### config.mk
export PLATFORM = sky130hd
export DESIGN_NAME = mesi_transmissor_flat
export DESIGN_NICKNAME = d
export VERILOG_FILES = /design/src/rtl/mesi_pkg.sv /design/src/rtl/mesi_transmissor_if.sv /design/src/rtl/mesi_line_array.sv /design/src/rtl/mesi_transmissor.sv /design/src/flat_wrapper.sv
export SDC_FILE = /design/constraint.sdc
export NUM_CORES = 1
export LEC_CHECK = 0
export CORE_UTILIZATION = 54
export CTS_CLUSTER_DIAMETER = 200
export CTS_CLUSTER_SIZE = 12
export DETAILED_ROUTE_END_ITERATION = 12
export PLACE_DENSITY = 0.87
export SYNTH_ARGS = -nofsm -noshare
export SYNTH_HDL_FRONTEND = slang
export SYNTH_SLANG_ARGS = --single-unit
### constraint.sdc
create_clock -name clock -period 3.2 [get_ports clock]
set_clock_uncertainty 0.15 [all_clocks]
set_input_delay 0.48 -clock clock [delete_from_list [all_inputs] [get_ports clock]]
set_output_delay 0.48 -clock clock [all_outputs]
set_load 0.02 [all_outputs]
### src/rtl/mesi_pkg.sv
// Shared encodings for the MESI transmitter: line states, bus messages, FSM states.
package mesi_pkg;

   localparam logic [1:0] ST_M = 2'b00;
   localparam logic [1:0] ST_E = 2'b01;
   localparam logic [1:0] ST_S = 2'b10;
   localparam logic [1:0] ST_I = 2'b11;

   localparam logic [1:0] MSG_RH = 2'b00;
   localparam logic [1:0] MSG_RM = 2'b01;
   localparam logic [1:0] MSG_WH = 2'b10;
   localparam logic [1:0] MSG_WM = 2'b11;

   localparam logic [1:0] FSM_IDLE = 2'd0;
   localparam logic [1:0] FSM_EVAL = 2'd1;
   localparam logic [1:0] FSM_BUS  = 2'd2;
   localparam logic [1:0] FSM_DONE = 2'd3;

endpackage

### src/rtl/mesi_transmissor_if.sv
// CPU request, bus broadcast and snoop-update signals of the MESI transmitter.
interface mesi_transmissor_if #(
   parameter int IDX_W = 2,
   parameter int TAG_W = 8
);
   logic             cpu_req;
   logic             cpu_we;
   logic [IDX_W-1:0] cpu_idx;
   logic [TAG_W-1:0] cpu_tag;
   logic             cpu_ready;
   logic             cpu_done;
   logic             cpu_hit;
   logic             bus_valid;
   logic             bus_ready;
   logic [1:0]       bus_msg;
   logic [IDX_W-1:0] bus_idx;
   logic [TAG_W-1:0] bus_tag;
   logic             bus_wb;
   logic             bus_shared;
   logic             snoop_valid;
   logic [IDX_W-1:0] snoop_idx;
   logic [TAG_W-1:0] snoop_tag;
   logic [1:0]       snoop_state;

   modport master (
      output cpu_req, cpu_we, cpu_idx, cpu_tag, bus_ready, bus_shared,
             snoop_valid, snoop_idx, snoop_tag, snoop_state,
      input  cpu_ready, cpu_done, cpu_hit, bus_valid, bus_msg, bus_idx,
             bus_tag, bus_wb
   );

   modport slave (
      input  cpu_req, cpu_we, cpu_idx, cpu_tag, bus_ready, bus_shared,
             snoop_valid, snoop_idx, snoop_tag, snoop_state,
      output cpu_ready, cpu_done, cpu_hit, bus_valid, bus_msg, bus_idx,
             bus_tag, bus_wb
   );
endinterface

### src/rtl/mesi_line_array.sv
// Per-line MESI state and tag storage; local writes take priority over snoop updates.
module mesi_line_array
   import mesi_pkg::*;
#(
   parameter int NLINES = 4,
   parameter int IDX_W  = 2,
   parameter int TAG_W  = 8
) (
   input  logic                  clock,
   input  logic                  reset_n,
   input  logic [IDX_W-1:0]      rd_idx,
   output logic [1:0]            rd_state,
   output logic [TAG_W-1:0]      rd_tag,
   input  logic                  lw_en,
   input  logic [IDX_W-1:0]      lw_idx,
   input  logic [1:0]            lw_state,
   input  logic [TAG_W-1:0]      lw_tag,
   input  logic                  sn_en,
   input  logic [IDX_W-1:0]      sn_idx,
   input  logic [TAG_W-1:0]      sn_tag,
   input  logic [1:0]            sn_state,
   output logic [2*NLINES-1:0]   line_state
);

   logic [NLINES-1:0][1:0]       st_q, st_d;
   logic [NLINES-1:0][TAG_W-1:0] tg_q, tg_d;

   assign rd_state   = st_q[rd_idx];
   assign rd_tag     = tg_q[rd_idx];
   assign line_state = st_q;

   // The local write is applied last so it overrides a snoop to the same line.
   always_comb begin
      st_d = st_q;
      tg_d = tg_q;
      if (sn_en && (st_q[sn_idx] != ST_I) && (tg_q[sn_idx] == sn_tag)) begin
         st_d[sn_idx] = sn_state;
      end
      if (lw_en) begin
         st_d[lw_idx] = lw_state;
         tg_d[lw_idx] = lw_tag;
      end
   end

   always_ff @(posedge clock or negedge reset_n) begin
      if (!reset_n) begin
         st_q <= '1;
         tg_q <= '0;
      end else begin
         st_q <= st_d;
         tg_q <= tg_d;
      end
   end

endmodule

### src/rtl/mesi_transmissor.sv
// Local-processor MESI controller: hit/miss evaluation, bus broadcast, snoop merge.
module mesi_transmissor
   import mesi_pkg::*;
#(
   parameter int NLINES = 4,
   parameter int IDX_W  = 2,
   parameter int TAG_W  = 8
) (
   input  logic                clock,
   input  logic                reset_n,
   mesi_transmissor_if.slave   bus_if,
   output logic [2*NLINES-1:0] line_state
);

   logic [1:0]       fsm_q, fsm_d;
   logic             we_q, we_d;
   logic [IDX_W-1:0] idx_q, idx_d;
   logic [TAG_W-1:0] tag_q, tag_d;
   logic             hit_q, hit_d;
   logic [1:0]       msg_q, msg_d;
   logic             wb_q, wb_d;

   logic [1:0]       rd_state;
   logic [TAG_W-1:0] rd_tag;
   logic             lw_en;
   logic [1:0]       lw_state;
   logic             hit;

   mesi_line_array #(.NLINES(NLINES), .IDX_W(IDX_W), .TAG_W(TAG_W)) u_lines (
      .clock      (clock),
      .reset_n    (reset_n),
      .rd_idx     (idx_q),
      .rd_state   (rd_state),
      .rd_tag     (rd_tag),
      .lw_en      (lw_en),
      .lw_idx     (idx_q),
      .lw_state   (lw_state),
      .lw_tag     (tag_q),
      .sn_en      (bus_if.snoop_valid),
      .sn_idx     (bus_if.snoop_idx),
      .sn_tag     (bus_if.snoop_tag),
      .sn_state   (bus_if.snoop_state),
      .line_state (line_state)
   );

   assign hit = (rd_state != ST_I) && (rd_tag == tag_q);

   always_comb begin
      fsm_d    = fsm_q;
      we_d     = we_q;
      idx_d    = idx_q;
      tag_d    = tag_q;
      hit_d    = hit_q;
      msg_d    = msg_q;
      wb_d     = wb_q;
      lw_en    = 1'b0;
      lw_state = ST_M;
      case (fsm_q)
         FSM_IDLE: begin
            if (bus_if.cpu_req) begin
               we_d  = bus_if.cpu_we;
               idx_d = bus_if.cpu_idx;
               tag_d = bus_if.cpu_tag;
               fsm_d = FSM_EVAL;
            end
         end
         FSM_EVAL: begin
            hit_d = hit;
            if (hit && !(we_q && (rd_state == ST_S))) begin
               // Read hits leave the line alone; write hits in E/M land in M.
               lw_en = we_q;
               fsm_d = FSM_DONE;
            end else begin
               msg_d = hit ? MSG_WH : (we_q ? MSG_WM : MSG_RM);
               wb_d  = !hit && (rd_state == ST_M);
               fsm_d = FSM_BUS;
            end
         end
         FSM_BUS: begin
            if (bus_if.bus_ready) begin
               lw_en = 1'b1;
               if (msg_q == MSG_RM) lw_state = bus_if.bus_shared ? ST_S : ST_E;
               fsm_d = FSM_DONE;
            end
         end
         default: fsm_d = FSM_IDLE;
      endcase
   end

   always_ff @(posedge clock or negedge reset_n) begin
      if (!reset_n) begin
         fsm_q <= FSM_IDLE;
         we_q  <= 1'b0;
         idx_q <= '0;
         tag_q <= '0;
         hit_q <= 1'b0;
         msg_q <= MSG_RH;
         wb_q  <= 1'b0;
      end else begin
         fsm_q <= fsm_d;
         we_q  <= we_d;
         idx_q <= idx_d;
         tag_q <= tag_d;
         hit_q <= hit_d;
         msg_q <= msg_d;
         wb_q  <= wb_d;
      end
   end

   assign bus_if.cpu_ready = (fsm_q == FSM_IDLE);
   assign bus_if.cpu_done  = (fsm_q == FSM_DONE);
   assign bus_if.cpu_hit   = (fsm_q == FSM_DONE) && hit_q;
   assign bus_if.bus_valid = (fsm_q == FSM_BUS);
   assign bus_if.bus_msg   = msg_q;
   assign bus_if.bus_idx   = idx_q;
   assign bus_if.bus_tag   = tag_q;
   assign bus_if.bus_wb    = wb_q;

endmodule

### src/flat_wrapper.sv
// flat-port wrapper written by rule: the top's interface ports become plain ports
module mesi_transmissor_flat import mesi_pkg::*;
#(
   parameter int NLINES = 4,
   parameter int IDX_W  = 2,
   parameter int TAG_W  = 8
)
  (clock, reset_n, line_state, bus_if_cpu_req, bus_if_cpu_we, bus_if_cpu_idx, bus_if_cpu_tag, bus_if_bus_ready, bus_if_bus_shared, bus_if_snoop_valid, bus_if_snoop_idx, bus_if_snoop_tag, bus_if_snoop_state, bus_if_cpu_ready, bus_if_cpu_done, bus_if_cpu_hit, bus_if_bus_valid, bus_if_bus_msg, bus_if_bus_idx, bus_if_bus_tag, bus_if_bus_wb);
  mesi_transmissor_if #(.IDX_W(IDX_W), .TAG_W(TAG_W)) bus_if_i ();
  input  logic clock;
  input  logic reset_n;
  output logic [2*NLINES-1:0] line_state;
  input wire logic [$bits(bus_if_i.cpu_req)-1:0] bus_if_cpu_req;
  input wire logic [$bits(bus_if_i.cpu_we)-1:0] bus_if_cpu_we;
  input wire logic [$bits(bus_if_i.cpu_idx)-1:0] bus_if_cpu_idx;
  input wire logic [$bits(bus_if_i.cpu_tag)-1:0] bus_if_cpu_tag;
  input wire logic [$bits(bus_if_i.bus_ready)-1:0] bus_if_bus_ready;
  input wire logic [$bits(bus_if_i.bus_shared)-1:0] bus_if_bus_shared;
  input wire logic [$bits(bus_if_i.snoop_valid)-1:0] bus_if_snoop_valid;
  input wire logic [$bits(bus_if_i.snoop_idx)-1:0] bus_if_snoop_idx;
  input wire logic [$bits(bus_if_i.snoop_tag)-1:0] bus_if_snoop_tag;
  input wire logic [$bits(bus_if_i.snoop_state)-1:0] bus_if_snoop_state;
  output wire logic [$bits(bus_if_i.cpu_ready)-1:0] bus_if_cpu_ready;
  output wire logic [$bits(bus_if_i.cpu_done)-1:0] bus_if_cpu_done;
  output wire logic [$bits(bus_if_i.cpu_hit)-1:0] bus_if_cpu_hit;
  output wire logic [$bits(bus_if_i.bus_valid)-1:0] bus_if_bus_valid;
  output wire logic [$bits(bus_if_i.bus_msg)-1:0] bus_if_bus_msg;
  output wire logic [$bits(bus_if_i.bus_idx)-1:0] bus_if_bus_idx;
  output wire logic [$bits(bus_if_i.bus_tag)-1:0] bus_if_bus_tag;
  output wire logic [$bits(bus_if_i.bus_wb)-1:0] bus_if_bus_wb;
  assign bus_if_i.cpu_req = bus_if_cpu_req;
  assign bus_if_i.cpu_we = bus_if_cpu_we;
  assign bus_if_i.cpu_idx = bus_if_cpu_idx;
  assign bus_if_i.cpu_tag = bus_if_cpu_tag;
  assign bus_if_i.bus_ready = bus_if_bus_ready;
  assign bus_if_i.bus_shared = bus_if_bus_shared;
  assign bus_if_i.snoop_valid = bus_if_snoop_valid;
  assign bus_if_i.snoop_idx = bus_if_snoop_idx;
  assign bus_if_i.snoop_tag = bus_if_snoop_tag;
  assign bus_if_i.snoop_state = bus_if_snoop_state;
  assign bus_if_cpu_ready = bus_if_i.cpu_ready;
  assign bus_if_cpu_done = bus_if_i.cpu_done;
  assign bus_if_cpu_hit = bus_if_i.cpu_hit;
  assign bus_if_bus_valid = bus_if_i.bus_valid;
  assign bus_if_bus_msg = bus_if_i.bus_msg;
  assign bus_if_bus_idx = bus_if_i.bus_idx;
  assign bus_if_bus_tag = bus_if_i.bus_tag;
  assign bus_if_bus_wb = bus_if_i.bus_wb;
  mesi_transmissor #(.NLINES(NLINES), .IDX_W(IDX_W), .TAG_W(TAG_W)) u_core (.clock(clock), .reset_n(reset_n), .bus_if(bus_if_i), .line_state(line_state));
endmodule
==> key figures, run 1 <==
Status
  • Outcome: completed

Cells and area
  • Antenna diode count: 0
  • Fin cells: 390
  • Share of layout cells above drive strength 1: 0.3145
  • Syn-to-layout area delta: 27.42%
  • Number of nets in the layout: 348

CTS
  • CTS sink count: 57
  • # Post-CTS Setup Buffers: 0
  • Clock transition at path regs: ~0.060 ns
  • CTS hold repair buffers: 1
  • Max clock buf depth: 2
  • Gates resized, CTS repair: 0
  • H-tree levels: 3
  • CTS tree: built
  • Clock root buffer: clkbuf_8
  • Later-pin clock latency in the skew report: between 0.3 and 0.4 ns
  • CTS Buf Count: 9

Synth
  • Mapped Cells: between 200 and 250
  • Ys flop type: dfrtp_1
  • Count of cell types in the netlist: 43
  • Compound-Gate Fraction of Synth Area: 0.06501
  • Post-synthesis xor/xnor area fraction: 0.03748
  • Post-Syn Area per Cell: about 14 um2
  • Adder-cell share of the synthesized area: 0.01912
  • Simple-gate area share of the yosys netlist: 0.07342
  • Number of synthesized flops with an enable pin: 0
  • Synthesized Nets: between 200 and 300
  • Ys async rst share: 1.000
  • FF+latch count, synth: 57
  • Most frequent cells after synthesis: 49 x dfrtp_1, 42 x mux2_2, 23 x mux2i_1
  • Cell with the most instances after synthesis: dfrtp_1
  • Synthesis Warnings: 0
  • Post-synthesis mux area share: 0.3365
  • Register area share after synthesis: 0.4390
  • Share of the synthesized area in the top cell type: 0.3748
  • Area leader, netlist: dfrtp_1
  • Top post-synthesis cells by area: dfrtp_1 37%, mux2_2 14%, mux2i_1 7.0%, dfstp_2 6.4%, mux4_1 5.6%
  • Netlist Area Pre-Place: 3272 um2
  • Largest family of logic cells by synthesized area: multiplexers

Critical path
  • Most common cell on crit path: buf_4
  • FF-to-FF path depth: 9
  • Max incr delay on CP: 0.57 ns
  • CP cell instances: buf_4 > buf_4 > mux4_1 > xnor2_1 > nand3_1 > nor4_4 > buf_4 > o21ai_4 > mux2_2
  • Critical path capture point type: register
  • Number of cells on the critical path: 9
  • Crit-path slowest cell: mux4_1
  • Critical Path Start Type: register
  • CP arrival: about 3.1 ns
  • R2R Path Start: u_core.bus_if.bus_idx[0]
  • CP Launch Point: u_core.bus_if.bus_idx[0]
  • Critical Path End: u_core.u_lines.tg_q[19]
  • Cell family with most CP delay: multiplexers
  • Critical path type: register to register
  • Buf+Inv Stages, Crit Path: 3
  • R2r setup slk: 0.23 ns
  • R2R Path End: u_core.u_lines.tg_q[19]
  • Worst endpoint required time: ~3.3 ns
  • Max FO, Critical Path: 9

Global routing
  • Initial antenna violation count: 0
  • Grt total ovfl: 0
  • First-pass GRT wire length: around 12000 um
  • GR peak layer: met2
  • Largest net degree at the start of global routing: 58
  • GR Util met3: 0.07314
  • GRT Overall Usage: 0.2565
  • Vias in the first global route: ~2400
  • Met2 Track Usage GR: 0.4154
  • Met1 GRT Util: 0.3265

Floorplan
  • Rows: 27
  • Die W: 79.84 um
  • Area of the core: roughly 5700 um2
  • # IOs: 54
  • Die H: between 70 and 80 um
  • Area of the die: about 6400 um2
  • Starting Density: 0.5765

Drt
  • Vias: around 2400
  • Avg WL per Cell: roughly 19 um
  • Final ANT Viol Nets: 0
  • DR iter-0 viols: between 100 and 150
  • First drt pass iteration count: 4
  • DRC Markers: 0
  • Drt total wl: approximately 7300 um
  • Vias/cell: between 6 and 7

STA
  • Final setup viols: 0
  • Final Max Tran Viols: 0
  • Final Hold Vio Count: 0
  • Shortest period the worst path allows: 2.974 ns
  • Max-slew headroom: 0.6040
  • Final worst-path cycle share: 0.9294
  • Fmax achieved: between 300 and 400 MHz
  • Worst slew pin tran: approximately 0.6 ns
  • Final hold slack: about 0.37 ns
  • Unrepaired setup endpoints after global routing: false

Pwr
  • Clock share of power: 0.155
  • Gate power share: 0.474
  • Leakage: ~0.0018 uW
  • Pwr Total: 3742 uW
  • P_int: around 2300 uW
  • Seq pwr share: 0.371
  • PD cells: roughly 900 nW/um2
  • Maximum vdd drop: between 400 and 500 uV
  • Sw Ratio: 0.3792
  • Sw Pwr: around 1400 uW

Run
  • Max-cap viol count: 0

Placement
  • Inst Count DP: between 300 and 400
  • GP Congestion: about 0.94
  • Post-DP HPWL: approximately 5200 um
  • Input/output buffers: 53

Hold path
  • Worst Hold Class: register to register
==> power groups by stage <==
stage          Sequential (uW)  Combinational (uW)  Clock (uW)
5_1_grt                   1430                1900         624
3_3_place_gp              1370                1720           0
3_5_place_dp              1390                1770           0
2_1_floorplan             1410                1150           0
4_1_cts                   1380                1780         590
6_report                  1390                1770         581
==> cell usage in the layout (no fill, tap or decap), drive strengths merged, types with 2 or more instances in the layout <==
cell	instances
buf	19
nand3	5
nor2	4
and2	3
o2111ai	2
nand3b	3
nand2	9
inv	10
xor2	3
a21o	2
nand4	8
dfstp	8
xnor2	11
clkbuf	10
clkdlybuf4s50	52
o211ai	2
clkinv	2
mux4	15
dfrtp	49
a22oi	2
ha	5
mux2i	23
a2111oi	4
and3	2
mux2	45
clkinvlp	3
o21ai	5
==> worst min-delay path by stage <==
| stage | start | to | slack, ns | cells past startpoint |
|---|---|---|---|---|
| final | u_core.hit_q | u_core.hit_q | 0.37 | 2 |
| after global routing | u_core.u_lines.tg_q[11] | u_core.u_lines.tg_q[11] | 0.39 | 1 |
| after CTS | u_core.u_lines.tg_q[28] | u_core.u_lines.tg_q[28] | 0.37 | 1 |
| after detailed placement | reset_n | u_core.bus_if.bus_wb | 0.36 | 2 |
| after global placement | reset_n | u_core.bus_if.bus_wb | 0.35 | 2 |
| after floorplan | reset_n | u_core.bus_if.bus_idx[0] | 0.03 | 0 |
==> metrics by stage <==
| stage | TNS, ns | setup WS (ns) | util | instance area (um2) |
|---|---|---|---|---|
| floorplan | 0 | 0.3883 | - | 3272 |
| global placement | 0 | 0.02714 | 0.7028 | 3989 |
| detailed placement | -0.04685 | -0.03384 | 0.7028 | 3989 |
| CTS | 0 | 0.2139 | 0.7346 | 4169 |
| global route | 0 | 0.1079 | 0.7346 | 4169 |
| finish | 0 | 0.2259 | 0.7346 | 4169 |
==> sequential cells by signal, summed over array words and instances (netlist names) <==
| name | flops |
|---|---|
| u_core.we_q | 1 |
| u_core.u_lines.line_state | 8 |
| u_core.bus_if.bus_wb | 1 |
| u_core.u_lines.tg_q | 32 |
| u_core.fsm_q | 2 |
| u_core.bus_if.bus_idx | 2 |
| u_core.bus_if.bus_tag | 8 |
| u_core.hit_q | 1 |
| u_core.bus_if.bus_msg | 2 |
==> final cells by class <==
class / instances / area [um2]
tap: 72 / 90.09
sequential: 57 / 1436
multi-input combinational: 164 / 1739
clock inverter: 5 / 32.53
clock buffer: 10 / 137.6
inverter: 10 / 37.54
fill: 376 / 1506
timing repair buffer: 72 / 695.7
==> worst reg2reg max path: cells and delay by family (launching register included) <==
| family | cells | cell delay (ns) |
|---|---|---|
| multiplexers | 2 | 0.96 |
| buffers and inverters | 3 | 0.56 |
| flip-flops | 1 | 0.47 |
| AO/OA/AOI/OAI | 1 | 0.37 |
| AND/OR/NAND/NOR | 2 | 0.22 |
| XOR/XNOR | 1 | 0.14 |
==> cells by family after synthesis <==
family / Yosys count
buffers and inverters: 18
muxes: 83
DFF: 57
adders and majority gates: 5
xor gates and xnor gates: 14
and+or+nand+nor: 41
AOI/OAI and AO/OA: 21
==> per-layer routing <==
layer / vias up / wire length, um
met2: 74 / 3637
met5: - / 0
met3: 16 / 331
met4: 0 / 158
met1: 1208 / 3204
li1: 1062 / -
Note: power is estimated with default switching activity, not from simulation.
==> run 2: changes to the inputs <==
Settings changed: CORE_UTILIZATION 54 to 53, PLACE_DENSITY 0.87 to 0.86, SYNTH_HIERARCHICAL set to 1.
==> run 2 against run 1 <==
Net effect: die area increased by 0.24%; cell count increased by 6.7%; cell area decreased by 0.63%; synthesized area decreased by 1.6%; combinational power increased by 14%; sequential cell count unchanged; critical endpoint is now u_core/u_lines/tg_q[3]; maximum frequency decreased by 3.1%; synthesized cell count increased by 11%; global-route usage increased by 2.2 points; register-to-register slack got worse by 0.09 ns.
==> key figures, run 2 <==
Pwr
  • Leakage: about 0.0018 uW
  • Pwr Total: approximately 4200 uW
  • PD cells: 1015 nW/um2
  • Maximum vdd drop: 585.5 uV

Status
  • Outcome: completed

Floorplan
  • # IOs: 54
  • Area of the die: 6390 um2
  • Area of the core: 5886 um2
  • Die W: roughly 80 um
  • Die H: between 70 and 80 um
  • Starting Density: 0.5470
  • Rows: 28

Drt
  • DRC Markers: 0
  • Drt total wl: a little under 8000 um
  • Final ANT Viol Nets: 0
  • First drt pass iteration count: 4
  • Vias: 2516
  • Avg WL per Cell: 18.83 um
  • Vias/cell: 6.048
  • DR iter-0 viols: 255

CTS
  • H-tree levels: 3
  • Clock root buffer: clkbuf_8
  • Clock transition at path regs: roughly 0.06 ns
  • # Post-CTS Setup Buffers: 0
  • CTS sink count: 57
  • Later-pin clock latency in the skew report: between 0.3 and 0.4 ns
  • CTS tree: built
  • Max clock buf depth: 2
  • CTS Buf Count: 9

Cells and area
  • Antenna diode count: 0
  • Commonest cells after routing, fill and taps aside: 52 x clkdlybuf4s50_1, 47 x dfrtp_1, 37 x mux2_2
  • Filler instances: 445
  • Share of layout cells above drive strength 1: 0.2962
  • Syn-to-layout area delta: 28.68%
  • Number of nets in the layout: 369
  • Largest reg by FF count: u_core/u_lines/tg_q
  • Number of flip-flops in the largest register: 32
  • Most common cell after layout, fill and taps aside: clkdlybuf4s50_1
  • Post-route cell area: 4143 um2

Synth
  • Ys flop type: dfrtp_1
  • Synthesis Warnings: 6
  • Register area share after synthesis: 0.4462
  • Number of synthesized flops with an enable pin: 0
  • Share of the synthesized area in the top cell type: 0.3809
  • Ys async rst share: 1.000
  • Count of cell types in the netlist: 47
  • Most frequent cells after synthesis: 49 x dfrtp_1, 37 x mux2_2, 32 x nand2_1
  • Mapped Cells: 265
  • Synthesized Nets: 298
  • Cell with the most instances after synthesis: dfrtp_1
  • Area leader, netlist: dfrtp_1
  • Top post-synthesis cells by area: dfrtp_1 38%, mux2_2 13%, mux4_2 9.8%, dfstp_2 6.5%, nand2_1 3.7%
  • Post-Syn Area per Cell: between 10 and 15 um2
  • FF+latch count, synth: between 50 and 60
  • Netlist Area Pre-Place: around 3200 um2

Hold path
  • Worst Hold Class: register to register
  • Min-delay src: u_core/hit_q

STA
  • Final worst-path cycle share: 0.9589
  • Unrepaired setup endpoints after global routing: false
  • Fmax achieved: ~330 MHz
  • Final setup viols: 0
  • Final Max Tran Viols: 0
  • Shortest period the worst path allows: 3.068 ns
  • Worst slew pin tran: slightly below 0.9 ns
  • Post-route setup slack: 0.1316 ns
  • Max-slew headroom: 0.4018
  • Final Hold Vio Count: 0
  • Final hold slack: 0.3568 ns

Global routing
  • Initial antenna violation count: 0
  • GRT Overall Usage: 0.2789
  • Grt total ovfl: 0
  • Largest net degree at the start of global routing: 25
  • First-pass GRT wire length: between 10000 and 15000 um
  • Vias in the first global route: 2589

Critical path
  • Max FO, Critical Path: 14
  • Critical path type: register to register
  • R2R Path Start: u_core/bus_if.bus_idx[0]
  • CP Launch Point: u_core/bus_if.bus_idx[0]
  • Critical Path End: u_core/u_lines/tg_q[3]
  • FF-to-FF path depth: 9
  • R2R Path End: u_core/u_lines/tg_q[3]
  • Crit-path slowest cell: dfrtp_4
  • CP cell instances: buf_4 > mux4_2 > xor2_1 > a21oi_2 > nand4_1 > o21ai_2 > or3b_4 > nand2_1 > nand2_1
  • R2r setup slk: roughly 0.13 ns
  • Critical path capture point type: register
  • CP arrival: between 3 and 4 ns
  • Most common cell on crit path: nand2_1
  • Worst endpoint required time: 3.27 ns
  • Critical Path Start Type: register
  • Max incr delay on CP: 0.56 ns

Run
  • Max-cap viol count: 0

Placement
  • Area after DPL: roughly 4000 um2
  • Input/output buffers: 53
  • GP Congestion: around 0.87
  • Pre-CTS WS: -0.006604 ns
  • Post-DP HPWL: around 5600 um
## run 2: changes by cell type after synthesis, sizes merged, moves of 4 or more
| cell | change |
|---|---|
| nand2 | +23 |
| mux2i | -19 |
| a31oi | +10 |
| nor2 | +10 |
| o31ai | +8 |
| mux2 | -7 |
| xor2 | +6 |
| nand4 | +5 |
| o21ai | -4 |
| xnor2 | -4 |
## run 2: cell families (layout without fill, tap and decap cells)
logic type               count (synthesis)  after routing  synth area share
flip-flops                              57             57            0.4462
AND/OR/NAND/NOR                         81             81            0.1318
buffers and inverters                   19             95           0.02565
adder cells (fa/ha/maj)                  4              4           0.01555
multiplexers                            59             59            0.2678
XOR/XNOR                                16             16           0.04353
AO/OA/AOI/OAI                           29             29           0.06957
## run 2: timing repair
item | CTS | global route
hold buffers | 1 | 0
pin swaps | 0 | 0
endpoints found under the setup margin | 10 | 10
resized for setup | 2 | 2
hold endpoints to repair | 17 | 0
## run 2: critical path: cells and delay by family (launching register included)
family          cells  cell delay, ns
buf+inv             1            0.20
xor+xnor            1            0.17
mux                 1            0.51
simple gates        4            0.84
flops               1            0.56
compound gates      2            0.52
## run 2: final cells by class
| type | instances | area, um2 | share of cell area |
|---|---|---|---|
| tap | 75 | 93.84 | 0.02265 |
| sequential | 57 | 1441 | 0.3479 |
| timing repair buffer | 71 | 663.1 | 0.1601 |
| clock buffer | 14 | 172.7 | 0.04168 |
| inverter | 8 | 30.03 | 0.007249 |
| multi-input combinational | 189 | 1707 | 0.4120 |
| clock inverter | 2 | 35.03 | 0.008457 |
## run 2: worst min-delay path by stage
| stage | endpoint | slack [ns] | cells after the start |
|---|---|---|---|
| floorplan | u_core/bus_if.bus_idx[0] | 0.03 | 0 |
| global placement | u_core/bus_if.bus_tag[6] | 0.29 | 1 |
| detailed placement | u_core/bus_if.bus_tag[6] | 0.29 | 1 |
| CTS | u_core/u_lines/tg_q[6] | 0.36 | 2 |
| global route | u_core/hit_q | 0.38 | 1 |
| finish | u_core/hit_q | 0.36 | 1 |
## run 2: through the flow
stage	TNS, ns	instances	utilization
finish	0	416	0.7039
global placement	0	399	0.6652
floorplan	0	265	-
global route	0	416	0.7039
CTS	0	416	0.7032
detailed placement	-0.006604	399	0.6652
## run 2: metal layers
layer | routed length [um] | up-vias | track usage
li1 | - | 1139 | -
met1 | 3202 | 1242 | 0.3431
met2 | 3865 | 115 | 0.4564
met3 | 554 | 20 | 0.08000
met4 | 209 | 0 | 0.1214
met5 | 0 | - | 0
## run 2: where the power goes
group | internal [uW] | leakage [uW] | switching (uW)
Clock | 423 | 0.000107 | 276
Combinational | 1060 | 0.000986 | 946
Sequential | 1090 | 0.000692 | 412
==> run 3: changes to the inputs <==
Settings changed: CAP_MARGIN set to 0.
==> results of run 3 <==
Same layout as run 2: the final DEF is identical, and so are final timing and power.
